$ cat config.mk
export PLATFORM = sky130hd
export DESIGN_NAME = sysid_info_regs
export DESIGN_NICKNAME = d
export VERILOG_FILES = /design/src/rtl/sysid_info_regs.sv
export SDC_FILE = /design/constraint.sdc
export NUM_CORES = 1
export LEC_CHECK = 0
export ABC_AREA = 1
export ABC_CLOCK_PERIOD_IN_PS = 4900
export BUFFER_PORTS_ARGS = -buffer_cell sky130_fd_sc_hd__buf_2
export CORE_ASPECT_RATIO = 1.1
export CORE_MARGIN = 2
export CORE_UTILIZATION = 28
export CTS_CLUSTER_SIZE = 25
export DETAILED_ROUTE_END_ITERATION = 16
export GPL_TIMING_DRIVEN = 0
export PLACE_DENSITY = 0.52
export SLEW_MARGIN = 10
export SYNTH_ARGS = -nofsm -noshare
export SYNTH_HDL_FRONTEND = slang
export SYNTH_SLANG_ARGS = --single-unit
export TNS_END_PERCENT = 50
$ cat constraint.sdc
create_clock -name clock -period 4.9 [get_ports clock]
set_input_delay 0.98 -clock clock [delete_from_list [all_inputs] [get_ports clock]]
set_output_delay 0.98 -clock clock [all_outputs]
set_load 0.05 [all_outputs]
$ cat src/rtl/sysid_info_regs.sv
// -----------------------------------------------------------------------------
// sysid_info_regs
//
// System-identification register block, Avalon-MM slave. Software reads it to
// identify the hardware build (ID, timestamp, capabilities) and to check bus
// and reset health (scratch register, 64-bit uptime counter, sticky status).
//
// Register map (word address):
//   0 ID         RO  SYSTEM_ID
//   1 TIMESTAMP  RO  TIMESTAMP
//   2 CAPS       RO  {VERSION, 8'd8, 8'(ADDR_WIDTH)}
//   3 UPTIME_LO  RO  uptime[31:0]; the same read latches uptime[63:32]
//   4 UPTIME_HI  RO  latched high word (atomic LO-then-HI pair)
//   5 SCRATCH    RW  byte-lane writable
//   6 STATUS     W1C bit0 WRAP, bit1 RST_SEEN; set beats clear
//   7, >=8       reserved, read 0, writes ignored
//
// Ports:
//   clock          in   system clock, rising edge
//   reset          in   synchronous active-high reset, beats any access
//   address        in   word address [ADDR_WIDTH-1:0]
//   read           in   read strobe, one cycle per transfer
//   write          in   write strobe, one cycle per transfer
//   writedata      in   write data [31:0]
//   byteenable     in   write byte lanes [3:0]
//   readdata       out  registered read data [31:0]
//   readdatavalid  out  one-cycle pulse the cycle after an accepted read
//
// Handshake: there is no waitrequest, so every read/write strobe seen on a
// non-reset clock edge is accepted on that edge. An accepted read produces
// readdatavalid=1 together with its data exactly one cycle later; readdata
// holds its value when no read was accepted. A read and a write in the same
// cycle both take effect, and the read returns the pre-write value.
// -----------------------------------------------------------------------------
module sysid_info_regs #(
    parameter logic [31:0] SYSTEM_ID     = 32'h00000000,
    parameter logic [31:0] TIMESTAMP     = 32'd1362613388,
    parameter logic [15:0] VERSION       = 16'h0002,
    parameter int unsigned ADDR_WIDTH    = 3,
    parameter logic [31:0] SCRATCH_RESET = 32'h00000000,
    parameter logic [63:0] UPTIME_RESET  = 64'h0
) (
    input  logic                  clock,
    input  logic                  reset,
    input  logic [ADDR_WIDTH-1:0] address,
    input  logic                  read,
    input  logic                  write,
    input  logic [31:0]           writedata,
    input  logic [3:0]            byteenable,
    output logic [31:0]           readdata,
    output logic                  readdatavalid
);

    localparam logic [2:0] W_ID      = 3'd0;
    localparam logic [2:0] W_TSTAMP  = 3'd1;
    localparam logic [2:0] W_CAPS    = 3'd2;
    localparam logic [2:0] W_UP_LO   = 3'd3;
    localparam logic [2:0] W_UP_HI   = 3'd4;
    localparam logic [2:0] W_SCRATCH = 3'd5;
    localparam logic [2:0] W_STATUS  = 3'd6;

    localparam logic [31:0] CAPS_WORD = {VERSION, 8'd8, 8'(ADDR_WIDTH)};

    logic [63:0] uptime_q,    uptime_d;
    logic [31:0] hi_shadow_q, hi_shadow_d;
    logic [31:0] scratch_q,   scratch_d;
    logic [1:0]  status_q,    status_d;
    logic [31:0] readdata_q,  readdata_d;
    logic        rdv_q;
    // High while reset is applied; the first non-reset edge uses it to raise
    // RST_SEEN.
    logic        in_reset_q;

    logic [31:0] addr_ext;
    logic        in_map;
    logic [2:0]  word;
    logic [31:0] rd_word;
    logic        wr_scratch;
    logic        wr_status;
    logic        wrap_evt;

    // Only addresses 0..7 decode to registers; anything above is reserved.
    assign addr_ext = 32'(address);
    assign in_map   = (addr_ext < 32'd8);
    assign word     = addr_ext[2:0];

    always_comb begin
        rd_word = 32'h0;
        if (in_map) begin
            case (word)
                W_ID:      rd_word = SYSTEM_ID;
                W_TSTAMP:  rd_word = TIMESTAMP;
                W_CAPS:    rd_word = CAPS_WORD;
                W_UP_LO:   rd_word = uptime_q[31:0];
                W_UP_HI:   rd_word = hi_shadow_q;
                W_SCRATCH: rd_word = scratch_q;
                W_STATUS:  rd_word = {30'h0, status_q};
                default:   rd_word = 32'h0;
            endcase
        end
    end

    always_comb begin
        wr_scratch = write && in_map && (word == W_SCRATCH);
        wr_status  = write && in_map && (word == W_STATUS) && byteenable[0];
        // Counter is about to roll over from all-ones to zero on this edge.
        wrap_evt   = &uptime_q;

        uptime_d   = uptime_q + 64'd1;

        // Latch the high half only when the low half is read, so a later HI
        // read pairs with that LO sample.
        hi_shadow_d = hi_shadow_q;
        if (read && in_map && (word == W_UP_LO)) begin
            hi_shadow_d = uptime_q[63:32];
        end

        scratch_d = scratch_q;
        if (wr_scratch) begin
            for (int i = 0; i < 4; i++) begin
                if (byteenable[i]) begin
                    scratch_d[i*8 +: 8] = writedata[i*8 +: 8];
                end
            end
        end

        // Clear first, then apply set events so a coincident set wins.
        status_d = status_q;
        if (wr_status) begin
            status_d = status_q & ~writedata[1:0];
        end
        if (wrap_evt) begin
            status_d[0] = 1'b1;
        end
        if (in_reset_q) begin
            status_d[1] = 1'b1;
        end

        readdata_d = readdata_q;
        if (read) begin
            readdata_d = rd_word;
        end
    end

    always_ff @(posedge clock) begin
        if (reset) begin
            uptime_q    <= UPTIME_RESET;
            hi_shadow_q <= 32'h0;
            scratch_q   <= SCRATCH_RESET;
            status_q    <= 2'b00;
            readdata_q  <= 32'h0;
            rdv_q       <= 1'b0;
            in_reset_q  <= 1'b1;
        end else begin
            uptime_q    <= uptime_d;
            hi_shadow_q <= hi_shadow_d;
            scratch_q   <= scratch_d;
            status_q    <= status_d;
            readdata_q  <= readdata_d;
            rdv_q       <= read;
            in_reset_q  <= 1'b0;
        end
    end

    assign readdata      = readdata_q;
    assign readdatavalid = rdv_q;

endmodule

==> impl_metrics.ini <==
[worst_setup_path]
cpPeakStageDelay_ns = 0.31
critPathKind = primary input to register
crit_chain = buf_2, nor2_1, nand2_1, inv_2, buf_2, nand2_1, nand4_1, nand2_1, a21oi_1
reg2reg_depth = 8
cp_num_buf_inv = 3
path_depth = 9
cp_slowest_cell = buf_2
cp.arrival_ns = 2.47
path_delay_family = buffers and inverters
cp_data_required_time_ns = 5.26
cp-end-kind = register
start_kind = primary input
cp_max_fo = 10
crit_top_cell = nand2_1

[grt]
grt_max_degree = 17
antenna_found_initial = 0
grt_pass1_wl_mm = 43.45
grt_pass1_vias = 7608
grt.overflow.total = 0
grtUsageTotal_pct = 20.13

[clock_tree]
clockBufferDepth = 2
insertion_delay_ns = 0.44
postCtsResizedCells = 0
cts_made_buffers = 17
clock-sinks = 164
ctsHoldBuffers = 0
htree_num_levels = 4
root_buffer = clkbuf_16
cts_tree = done
cts_setup_buffers = 0
clkSlewWorstSetupHoldPaths_ns = 0.07

[cells_and_area]
final_nets = 1283
diodes = 0
drive_above_1_share_pct = 12.86
multi_input_area_sq_um = 3969
fillers = 2994
syn_to_final_growth_pct = 18.31
postLayoutCoreUtil_pct = 33.87
regArea_sq_um = 3283

[sta]
rsz0062_at_grt = false
skew_ns = 0.009758
slew_headroom_pct = 39.46
finalCritPeriodShare_pct = 43.17
max_freq_mhz = 472.8
worst_pin_slew_ns = 0.9081
setup-violations-final = 0
report.final.slew_viol_count = 0
min_period_ns = 2.115
final_hold_viol_count = 0
fin_hold_ws_ns = 0.4507
tns_ns = 0

[routing]
avgViaCountPerCell = 4.788
num_vias = 7704
initialDrtViolationCount = 655
first_pass_iters = 5
avgRoutedWirePerCell_microns = 17.54
totalWireLength_mm = 28.23
drc = 0
drtAntennaViolNets = 0

[placed_design]
port_buffers = 73
gp_congestion = 0.9147
hpwl_mm = 22.80

[synth]
yosysUniqueCellTypes = 31
synth_nets = 1191
synth_area_leaders = dfxtp_1 42%, nand2_1 15%, a21oi_1 9.1%, nor2_1 7.9%, o21ai_0 5.4%
synth_top_area_share_pct = 42.29
ys_seq_area_share_pct = 42.29
synth_most_common_cell = nand2_1
ys_seq_elements = 164
yosys.area.top_type = dfxtp_1
async_reset_ff_share_pct = 0
syn_area_sq_um = 7764
synthTopCellsByCount = 315 x nand2_1, 164 x dfxtp_1, 164 x nor2_1
syn_inst = 1147
synth_ff_type = dfxtp_1
synth_edf_count = 0
syn_avg_cell_area_sq_um = 6.769
synth_warnings = 0

[hold_path]
hp-class = register to register
hold_depth = 2

[power]
power_uw = 2915
ir_drop_uv = 233.1
power_density_nw_per_um2 = 317.4
leakage_uw = 0.003041

[floorplan]
die_h_microns = 178.6
die_area_sq_um = 29080
die_w_microns = 162.8
num_rows = 63
core_sq_um = 27120
io-pin-count = 76
start_util_pct = 28.63

[run_status]
outcome = finished clean

[run]
maxCapViolCount = 0
==> layout by cell type, fill, tap and decap left out, types with 3 or more instances in the layout <==
| master | netlist | final |
|---|---|---|
| nor2_8 | 3 | 3 |
| clkbuf_1 | 22 | 24 |
| buf_4 | 3 | 3 |
| clkbuf_16 | 0 | 17 |
| nand2_1 | 315 | 315 |
| clkbuf_8 | 0 | 6 |
| nand2_2 | 11 | 11 |
| buf_2 | 13 | 86 |
| nand2_4 | 5 | 5 |
| nand3_1 | 60 | 60 |
| inv_2 | 6 | 6 |
| nor2_2 | 9 | 9 |
| dfxtp_1 | 164 | 164 |
| nand4_1 | 12 | 12 |
| o221ai_1 | 5 | 5 |
| o22ai_1 | 3 | 3 |
| o21ai_0 | 83 | 83 |
| inv_1 | 80 | 80 |
| or2_0 | 3 | 3 |
| nor3_1 | 4 | 4 |
| buf_1 | 5 | 5 |
| nor2_4 | 6 | 6 |
| o211ai_1 | 8 | 8 |
| xor2_1 | 7 | 7 |
| a21oi_1 | 141 | 141 |
| nor2_1 | 164 | 164 |
| o2111ai_1 | 7 | 7 |
==> state kept, by name (all words and copies together), names as in the netlist <==
register and count:
hi_shadow_q 32, in_reset_q 1, readdata 32, readdatavalid 1, scratch_q 32, status_q 2, uptime_q 64
==> per-layer routing <==
metal | track usage [%] | wire, microns | share of wire (%)
met1 | 25.03 | 12390 | 44
met2 | 34.94 | 13700 | 49
met3 | 3.395 | 1383 | 4.9
met4 | 7.301 | 752 | 2.7
met5 | 0 | 0 | 0
==> per-stage QoR <==
| step | std cells | area (sq um) | setup WS, ns |
|---|---|---|---|
| final | 1609 | 9185 | 2.785 |
| after global placement | 1577 | 8576 | 2.345 |
| after floorplan | 1147 | 7764 | 2.908 |
| after CTS | 1609 | 9185 | 2.828 |
| after global routing | 1609 | 9185 | 2.679 |
| after detailed placement | 1577 | 8576 | 2.371 |
==> tightest hold or removal path, delay by kind of cell, from the launching register on <==
kind / cells / cell delay, ns
DFF: 1 / 0.31
buffers and inverters: 1 / 0.04
AOI/OAI and AO/OA: 1 / 0.05
==> path summary, 6_finish.rpt <==
check	startpoint	end	slack [ns]
setup / recovery	address[0]	readdata[1]	2.78
hold / removal	in_reset_q	status_q[1]	0.45
setup reg to reg	uptime_q[1]	uptime_q[62]	2.82
hold reg to reg	in_reset_q	status_q[1]	0.45
==> logic make-up (layout without fill, tap and decap cells) <==
family,Yosys count,count (layout),synth area share (%)
xor gates and xnor gates,7,7,0.7897
DFF,164,164,42.29
adders and majority gates,1,1,0.1611
buffers and inverters,129,234,6.591
and+or+nand+nor,595,595,33.01
AOI/OAI and AO/OA,251,251,17.16
==> area by class of cell <==
type                    count  share of cell area (%)
inverters                  86                   3.515
well taps                 357                   4.863
multi-input cells         854                   43.21
clock inverters             7                   1.022
plain buffers              43                   2.057
flip-flops and latches    164                   35.74
repair buffers             73                   3.978
clock buffers              25                   5.612
==> power by group <==
group          total (uW)  switching, uW  leakage [uW]  internal, uW
combinational         170            126       0.00142          44.0
sequential           1360           8.59       0.00132          1350
clock                1390            557      0.000295           832
(Power assumes the default switching activity.)
